File: src/rtl/breakout_game_ctrl.sv
// Game-state sequencer for the breakout datapath: newgame/play/newball/over
// FSM, balls-remaining count, packed-BCD score and inter-ball frame delay.
module breakout_game_ctrl #(
  parameter int         BALLS          = 3,
  parameter int         NEWBALL_FRAMES = 120,
  parameter int         OVER_FRAMES    = 600,
  parameter logic [4:0] KEY_START      = 5'h10
) (
  input  logic        clk,
  input  logic        reset,
  input  logic        key_ready,
  input  logic [4:0]  key_code,
  input  logic        frame_tick,
  input  logic        hit,
  input  logic        miss,
  input  logic        bricks_clear,
  output logic [1:0]  state,
  output logic        gra_still,
  output logic        ball_reset,
  output logic [2:0]  balls_left,
  output logic [15:0] score,
  output logic        win
);

  localparam int TMAX = (NEWBALL_FRAMES > OVER_FRAMES) ? NEWBALL_FRAMES : OVER_FRAMES;
  localparam int TW   = $clog2(TMAX + 1);

  typedef enum logic [1:0] {
    NEWGAME = 2'b00,
    PLAY    = 2'b01,
    NEWBALL = 2'b10,
    OVER    = 2'b11
  } state_t;

  state_t        st;
  logic [TW-1:0] timer;
  logic          key_ready_q;
  logic          start_evt;

  assign state = st;

  // One start event per key press: rising edge of key_ready with the start code.
  assign start_evt = key_ready & ~key_ready_q & (key_code == KEY_START);

  // Decimal +1 on the packed score, pinned at 9999 so it never rolls over.
  function automatic logic [15:0] bcd_inc(input logic [15:0] v);
    logic [15:0] r;
    logic        c;
    r = v;
    c = 1'b1;
    if (v != 16'h9999) begin
      for (int i = 0; i < 4; i++) begin
        if (c) begin
          if (r[i*4 +: 4] == 4'd9) begin
            r[i*4 +: 4] = 4'd0;
          end else begin
            r[i*4 +: 4] = r[i*4 +: 4] + 4'd1;
            c = 1'b0;
          end
        end
      end
    end
    return r;
  endfunction

  // Previous key_ready level for edge detection.
  always_ff @(posedge clk or posedge reset) begin
    if (reset) key_ready_q <= 1'b0;
    else       key_ready_q <= key_ready;
  end

  // Game FSM; gra_still is registered alongside the state it describes.
  always_ff @(posedge clk or posedge reset) begin
    if (reset) begin
      st         <= NEWGAME;
      gra_still  <= 1'b1;
      ball_reset <= 1'b0;
      balls_left <= 3'(BALLS);
      score      <= 16'h0000;
      win        <= 1'b0;
      timer      <= '0;
    end else begin
      ball_reset <= 1'b0;
      case (st)
        NEWGAME: begin
          if (start_evt) begin
            score      <= 16'h0000;
            balls_left <= 3'(BALLS);
            win        <= 1'b0;
            ball_reset <= 1'b1;
            st         <= PLAY;
            gra_still  <= 1'b0;
          end
        end
        PLAY: begin
          // A hit scores even when the same cycle also ends the ball or game.
          if (hit) score <= bcd_inc(score);
          if (bricks_clear) begin
            win       <= 1'b1;
            timer     <= TW'(OVER_FRAMES);
            st        <= OVER;
            gra_still <= 1'b1;
          end else if (miss) begin
            if (balls_left == 3'd1) begin
              balls_left <= 3'd0;
              win        <= 1'b0;
              timer      <= TW'(OVER_FRAMES);
              st         <= OVER;
            end else begin
              balls_left <= balls_left - 3'd1;
              timer      <= TW'(NEWBALL_FRAMES);
              st         <= NEWBALL;
            end
            gra_still <= 1'b1;
          end
        end
        NEWBALL: begin
          if (frame_tick && timer != '0) timer <= timer - TW'(1);
          // Serve when the delay runs out, or early on a start key.
          if (start_evt || (frame_tick && timer == TW'(1))) begin
            ball_reset <= 1'b1;
            st         <= PLAY;
            gra_still  <= 1'b0;
          end
        end
        OVER: begin
          if (start_evt) begin
            score      <= 16'h0000;
            balls_left <= 3'(BALLS);
            win        <= 1'b0;
            ball_reset <= 1'b1;
            st         <= PLAY;
            gra_still  <= 1'b0;
          end else if (frame_tick) begin
            if (timer != '0) timer <= timer - TW'(1);
            // Score and win stay visible on the title screen until next start.
            if (timer == TW'(1)) st <= NEWGAME;
          end
        end
        default: st <= NEWGAME;
      endcase
    end
  end

endmodule

File: config.mk
export PLATFORM = sky130hd
export DESIGN_NAME = breakout_game_ctrl
export DESIGN_NICKNAME = d
export VERILOG_FILES = /design/src/rtl/breakout_game_ctrl.sv
export SDC_FILE = /design/constraint.sdc
export NUM_CORES = 1
export LEC_CHECK = 0
export CAP_MARGIN = 20
export CORE_MARGIN = 2
export CORE_UTILIZATION = 37
export CTS_CLUSTER_SIZE = 14
export DETAILED_ROUTE_END_ITERATION = 12
export PLACE_DENSITY = 0.62
export RECOVER_POWER = 50
export SKIP_CTS_REPAIR_TIMING = 1
export SYNTH_ARGS = -nofsm -noshare
export SYNTH_HDL_FRONTEND = slang
export SYNTH_SLANG_ARGS = --single-unit
File: constraint.sdc
create_clock -name clk -period 5.83 [get_ports clk]
set_input_delay 1.166 -clock clk [delete_from_list [all_inputs] [get_ports clk]]
set_output_delay 1.166 -clock clk [all_outputs]
set_load 0.03 [all_outputs]
## Word-level counts from Yosys, hierarchy flattened

Index checks and enable logic that the tools add are counted.

- Bits in registers: 35
- Logic and storage cells: 125

- Add/sub/neg operators: 6
- Equal/unequal tests: 29
- Muxes and demuxes: 59
- Bitwise logic cells: 3
- Reductions and logical operators: 17

Operator list:

| operator | number |
|---|---|
| $mux W10 | 7 |
| $mux W16 | 3 |
| $pmux W16 S2 | 1 |
| $pmux W10 S3 | 1 |
| $mux W4 | 7 |
| $ne A2 B2 Y1 const B | 13 |
| $mux W1 | 24 |
| $reduce_and A5 Y1 | 4 |
| $add A4 B1 Y4 const B | 4 |
| $eq A4 B4 Y1 const B | 4 |
| $ne A16 B16 Y1 const B | 1 |
| $mux W2 | 7 |
| $mux W3 | 4 |
| $ne A3 B3 Y1 const B | 4 |
| $reduce_and A4 Y1 | 3 |
| $eq A10 B1 Y1 const B | 1 |
| $reduce_bool A10 Y1 | 1 |
| $sub A10 B1 Y10 const B | 1 |
| $pmux W2 S4 | 1 |
| $pmux W3 S2 | 1 |
| $reduce_and A6 Y1 | 1 |
| $eq A5 B5 Y1 const B | 1 |
| $eq A2 B2 Y1 const B | 2 |
| $pmux W1 S2 | 2 |
| other kinds (14) | 16 |

## Logic depth before layout (Yosys ltp)

Gate-level depths: netlist (run 1).

- Depth in word-level cells: 17
- Depth in mapped cells: 8
- Mapped depth without buffers: 7

## Worst setup path after synthesis (run 1)

No wires, ideal clock.

- Path type: input to register
- From: in key_code[3]
- To: reg timer[7]
- Arrival time: 2.596 ns
- Data required time: 5.763 ns
- Slack: 3.168 ns
- Cell stages on the path: 5
- Path buffers: 0
- Path through: and4bb_2 > a211oi_4 > nand2_1 > or4b_2 > nand2_1

- Longest elaborated chain between the ends: 4

RTL lines:

| element | line | source |
|---|---|---|
| start: declaration | 12 | `input logic [4:0] key_code,` |
| $eq A5 B5 Y1 | 43 | `assign start_evt = key_ready & ~key_ready_q & (key_code == KEY_START);` |
| $and A1 B1 Y1 | 43 |  |
| $ne A2 B2 Y1 (no source line) | -- |  |
| $reduce_and A6 Y1 (no source line) | -- |  |
| end signal: assignment | 100 | `timer <= TW'(OVER_FRAMES);` |
| end signal: assignment | 107 | `timer <= TW'(OVER_FRAMES);` |
| end signal: assignment | 111 | `timer <= TW'(NEWBALL_FRAMES);` |
| end: declaration | 36 | `logic [TW-1:0] timer;` |

No other way between the ends.
A chain may end at the register's enable or synchronous reset.

## Worst setup path after layout (run 1)

Ends and elaborated chain as after synthesis.

==> impl_results.md, run 1 <==
- Quantity of I/O buffers inserted on ports: 35
- Hold Vio Cnt, Final: 0
- Drt total wl: 5.32 mm
- Fmax: 289 MHz
- Nature of the critical path endpoint: flop
- Syn Nets: 271
- Peak VDD IR: 248 µV
- Met2 usage: 27.4%
- Outcome: finished with violations
- CTS tree: yes
- Slack of the critical path: 2370 ps
- Setup tns final: 0 ps
- Top Usage Layer GRT: met2
- Worst Hold Slack: 506 ps
- Fin util: 46.3%
- Most frequent cells in the layout: dfrtp_1 (32), clkdlybuf4s50_1 (30)
- DR pass1 iterations: 4
- Leading area contributor after synthesis: dfrtp_1
- WP buf/inv: 1
- Unique masters post-synth: 53
- DP HPWL: 3.88 mm
- Number of global-route vias before repair: 1827
- CP peak stage delay: 710 ps
- Max-slew headroom: -23.8%
- Syn_area_per_cell: 9.40 µm²
- Tmin final: 3460 ps
- TritonCTS Buffers: 5
- Worst EP arrival: 3690 ps
- Layout Cells excl Fill: 356
- Largest net degree at the start of global routing: 36
- Root Buffer: clkbuf_8
- # fillers: 598
- Layout cells sized above 1: 7.12%
- Initial antenna violation count: 0
- Post-route cell area: 2740 µm²
- Yosys warnings: 0
- Synth top area share: 35.3%
- FP Rows: 28
- Reg area: 880 µm²
- Final setup vio count: 0
- DRC viols: 0
- Worst slew pin tran: 1860 ps
- First-pass GRT wire length: 8.78 mm
- Clock Skews: 5.65 ps
- Post-synth EDFFs: 0
- GRT overflow: 0
- Clock Path Buffers: 2
- Core Area: 5920 µm²
- Initial Util: 38.3%
- Die W: 82.3 µm
- Tightest Hold Check Type: reg2reg
- GRT met3 Usage: 4.13%
- CP delay by family, top: simple AND/OR/NAND/NOR gates
- Static Leak: 1.15 nW
- Mapped Area: 2270 µm²
- Failing checks: max-capacitance violations, max-slew violations
- Total power: 1.28 mW
- CP dominant cell by count: nand2_1
- Pwr per Cell Area: 467 nW/µm²
- Number of I/O pins: 36
- Leading cell type in the layout, fill and taps excluded: dfrtp_1
- Die Ht: 82.3 µm
- Routability cong.: 0.874
- Slowest cell on the critical path: a211oi_1
- Max-slew violation count: 36
- CP max FO: 7
- Remaining antenna violation count after routing: 0
- Initial DRC Count: 65
- Pre-CTS setup slack: 2520 ps
- FF-to-FF setup slack: 2860 ps
- Kind of critical path: in2reg
- Clk_lat worst skew: 290 ps
- Met1 GRT Util: 22.3%
- Cell Chain, Critical Path: dlygate4sd3_1 > and4bb_2 > a211oi_1 > nand2_1 > or4b_2 > nand2_1
- Worst setup SP type: primary input
- Largest cells by area after synthesis: dfrtp_1 (35%), ha_1 (9.9%), o21ai_0 (4.0%)
- Sequential area share after synthesis: 38.8%
- Synthesized instance count: 241
- Area Growth Syn to Fin: 20.9%
- Async SR Flop Fraction: 100%
- Fin nets: 310
- Max-cap check violation count: 1
- #FFs+latches synth: 35
- WL/cell: 14.9 µm
- Top FF cell, synth: dfrtp_1
- H-tree levels: 2
- Gr usage total: 16.8%
- Via density: 5.46
- Inst Count DP: 348
- Critical path data required time: 6060 ps
- Fin crit share: 59.4%
- Placed inst area: 2700 µm²
- N_diodes: 0
- Die area: 6770 µm²
- Area of the multi-input gates: 1260 µm²
- RSZ-0062 raised after global routing: no
- Clock transition at path regs: 70 ps
- Clock sinks: 35
- Total vias in the final route: 1944
synth_stat cells (3+ instances only):
master,n
dfrtp_1,32
ha_1,18
inv_1,18
nand2_1,18
nor2_1,18
o21ai_0,18
nand3_1,12
a21oi_1,10
mux2i_1,6
a31oi_1,5
nand3b_1,5
nand4_1,5
nand2b_1,4
nand4b_1,4
nor4_1,4
o22a_1,4
and3_1,3
clkbuf_1,3
dfstp_2,3
nor2b_1,3
nor3_1,3
o21a_1,3
o31ai_1,3
xor2_1,3
registers in the layout, summed over array words and instances (netlist names):
| name | cells |
|---|---|
| state | 2 |
| win | 1 |
| balls_left | 3 |
| key_ready_q | 1 |
| timer | 10 |
| ball_reset | 1 |
| gra_still | 1 |
| score | 16 |
routing by layer:
metal  wire length (µm)  vias up
li1                   -      967
met4                 45        0
met1               2530      936
met2               2540       37
met5                  0        -
met3                200        4
where the power goes:
part | internal [mW] | leakage [nW] | switching [mW]
logic | 0.281 | 0.678 | 0.438
registers | 0.315 | 0.429 | 0.0720
clock network | 0.0835 | 0.0412 | 0.0909
final timing paths:
kind                                           start  depth (start not counted)                   endpoint
worst max-delay path                     key_code[3]                          6       timer[7]$_DFFE_PP0P_
worst min-delay path            score[7]$_DFFE_PP0P_                          1       score[7]$_DFFE_PP0P_
worst max register to register  state[0]$_DFFE_PP0P_                          7      score[15]$_DFFE_PP0P_
worst min register to register  score[7]$_DFFE_PP0P_                          1       score[7]$_DFFE_PP0P_
max in group asynchronous                      reset                          3  balls_left[2]$_DFFE_PP0P_
min in group asynchronous                      reset                          3       ball_reset$_DFF_PP0_
final cells by class:
| cell class | count | area share, % |
|---|---|---|
| inverters | 18 | 2.47 |
| clock inverters | 2 | 0.457 |
| multi-input cells | 184 | 46.0 |
| well taps | 75 | 3.42 |
| flip-flops and latches | 35 | 32.1 |
| clock buffers | 6 | 2.65 |
| repair buffers | 36 | 12.9 |
kinds of logic (layout without fill, tap and decap cells):
| group | after synthesis | in the layout | share of synthesized area (%) |
|---|---|---|---|
| simple gates | 95 | 95 | 24.4 |
| fa+ha+maj | 18 | 18 | 9.94 |
| buf+inv | 22 | 62 | 3.98 |
| mux | 7 | 7 | 3.15 |
| flops | 35 | 35 | 38.8 |
| compound gates | 60 | 60 | 18.2 |
| xor+xnor | 4 | 4 | 1.55 |
No activity file was read; power rests on OpenSTA's default activity.
==> run 2, diff against run 1 <==
==> constraint.sdc (replaced) <==
create_clock -name clk -period 3.53 [get_ports clk]
set_input_delay 0.706 -clock clk [delete_from_list [all_inputs] [get_ports clk]]
set_output_delay 0.706 -clock clk [all_outputs]
set_load 0.03 [all_outputs]
==> impl_results.md, run 2 (same netlist as run 1, synthesis figures left out) <==
- Worst slew pin tran: 1920 ps (was 1860 ps)
- Total vias in the final route: 1974 (was 1944)
- FP Rows: 28 (unchanged)
- TritonCTS Buffers: 5 (unchanged)
- Largest net degree at the start of global routing: 36 (unchanged)
- Peak VDD IR: 350 µV (was 248 µV)
- Remaining antenna violation count after routing: 0 (unchanged)
- Placed inst area: 2700 µm² (about the same)
- Worst EP arrival: 3010 ps (was 3690 ps)
- Fin crit share: 79.7%
- Kind of critical path: reg2reg (was in2reg)
- Via density: 5.53 (was 5.46)
- Nature of the critical path endpoint: flop (unchanged)
- Max-slew headroom: -28.2% (was -23.8%)
- Critical path data required time: 3720 ps (was 6060 ps)
- GRT overflow: 0 (unchanged)
- Largest Register: score (unchanged)
- Routability cong.: 0.905 (was 0.874)
- Tightest Hold Check Type: reg2reg (unchanged)
- Worst setup SP type: flop (was primary input)
- Die Ht: 82.3 µm (unchanged)
- First-pass GRT wire length: 8.94 mm (was 8.78 mm)
- Static Leak: 1.18 nW (was 1.15 nW)
- Post-route cell area: 2800 µm² (was 2740 µm²)
- Leading cell type in the layout, fill and taps excluded: dfrtp_1 (unchanged)
- Drt total wl: 5.29 mm (was 5.32 mm)
- Pre-CTS setup slack: 600 ps (was 2520 ps)
- Initial Util: 38.3% (unchanged)
- Failing checks: max-capacitance violations, max-slew violations (unchanged)
- Die area: 6770 µm² (unchanged)
- Layout cells sized above 1: 8.51% (was 7.12%)
- Setup tns final: 0 ps (unchanged)
- Clock sinks: 35 (unchanged)
- Clock transition at path regs: 70 ps (about the same)
- Area Growth Syn to Fin: 23.5% (was 20.9%)
- Die W: 82.3 µm (unchanged)
- Clock Path Buffers: 2 (unchanged)
- Fmax: 355 MHz
- Tmin final: 2810 ps
- Root Buffer: clkbuf_8 (unchanged)
- DRC viols: 0 (unchanged)
- Quantity of I/O buffers inserted on ports: 35 (unchanged)
- Initial antenna violation count: 0 (unchanged)
- Number of global-route vias before repair: 1959 (was 1827)
- Outcome: finished with violations (unchanged)
- Final setup vio count: 0 (unchanged)
- Gr usage total: 17.3% (was 16.8%)
- Hold Vio Cnt, Final: 0 (unchanged)
- DP HPWL: 3.88 mm (about the same)
- Top Registers: score (16), timer (10), balls_left (3) (unchanged)
- Max-slew violation count: 36 (unchanged)
- CTS tree: yes (unchanged)
- Most frequent cells in the layout: dfrtp_1 (32), clkdlybuf4s50_1 (27) (was dfrtp_1 (32), clkdlybuf4s50_1 (30))
- Number of I/O pins: 36 (unchanged)
- RSZ-0062 raised after global routing: no (unchanged)
- Clock Skews: 7.28 ps (was 5.65 ps)
- Total power: 2.18 mW (was 1.28 mW)
- Fin nets: 311 (was 310)
- N_diodes: 0 (unchanged)
- Slack of the critical path: 716 ps (was 2370 ps)
- Pwr per Cell Area: 780 nW/µm² (was 467 nW/µm²)
- Initial DRC Count: 115 (was 65)
- Max reg flops: 16 (unchanged)
- Core Area: 5920 µm² (unchanged)
- WL/cell: 14.8 µm (was 14.9 µm)
- H-tree levels: 2 (unchanged)
- CP max FO: 17 (was 7)
- Clk_lat worst skew: 290 ps (about the same)
- Max-cap check violation count: 1 (unchanged)
- DR pass1 iterations: 4 (unchanged)
-- run 2: critical path, stage by stage, from the launching register on --
cell,delay [ps]
dfrtp_1,450
inv_1,110
ha_1,520
inv_1,390
a41oi_2,350
a211oi_2,430
nand3_1,190
o31ai_1,280
-- run 2: area by class of cell --
class                      count  area, µm²
inverter                      18       67.6
tap                           75       93.8
clock buffer                   8        100
sequential                    35        880
timing repair buffer          37        362
multi-input combinational    184       1300
fill                         588       3120
-- run 2: power breakdown --
group	leakage (nW)	switching, mW	internal [mW]
registers	0.429	0.118	0.520
clock network	0.0515	0.146	0.178
logic	0.697	0.742	0.478
-- run 2: layer usage --
layer  wire [µm]  share of wire, %  track usage (%)  up-vias
li1            -                 -                -      961
met1        2450                46             21.7      969
met2        2560                48             28.6       35
met3         209               3.9             4.78        9
met4          76               1.4             5.67        0
met5           0                 0                0        -
-- run 2: stage by stage --
step                      util (%)  hold WS [ps]  instances
after floorplan                  -           516        241
after global placement        45.6           502        349
after detailed placement      45.6           507        349
after CTS                     47.3           517        357
after global routing          47.3           536        357
final                         47.3           516        357
-- run 2: path summary, 6_finish.rpt --
| path | cells past startpoint | slack [ps] | start | end |
|---|---|---|---|---|
| max | 7 | 720 | state[0]$_DFFE_PP0P_ | score[7]$_DFFE_PP0P_ |
| min | 1 | 520 | score[11]$_DFFE_PP0P_ | score[11]$_DFFE_PP0P_ |
| max reg2reg | 7 | 720 | state[0]$_DFFE_PP0P_ | score[7]$_DFFE_PP0P_ |
| min reg2reg | 1 | 520 | score[11]$_DFFE_PP0P_ | score[11]$_DFFE_PP0P_ |
| max in group asynchronous | 3 | 870 | reset | timer[3]$_DFFE_PP0P_ |
| min in group asynchronous | 3 | 1540 | reset | timer[2]$_DFFE_PP0P_ |
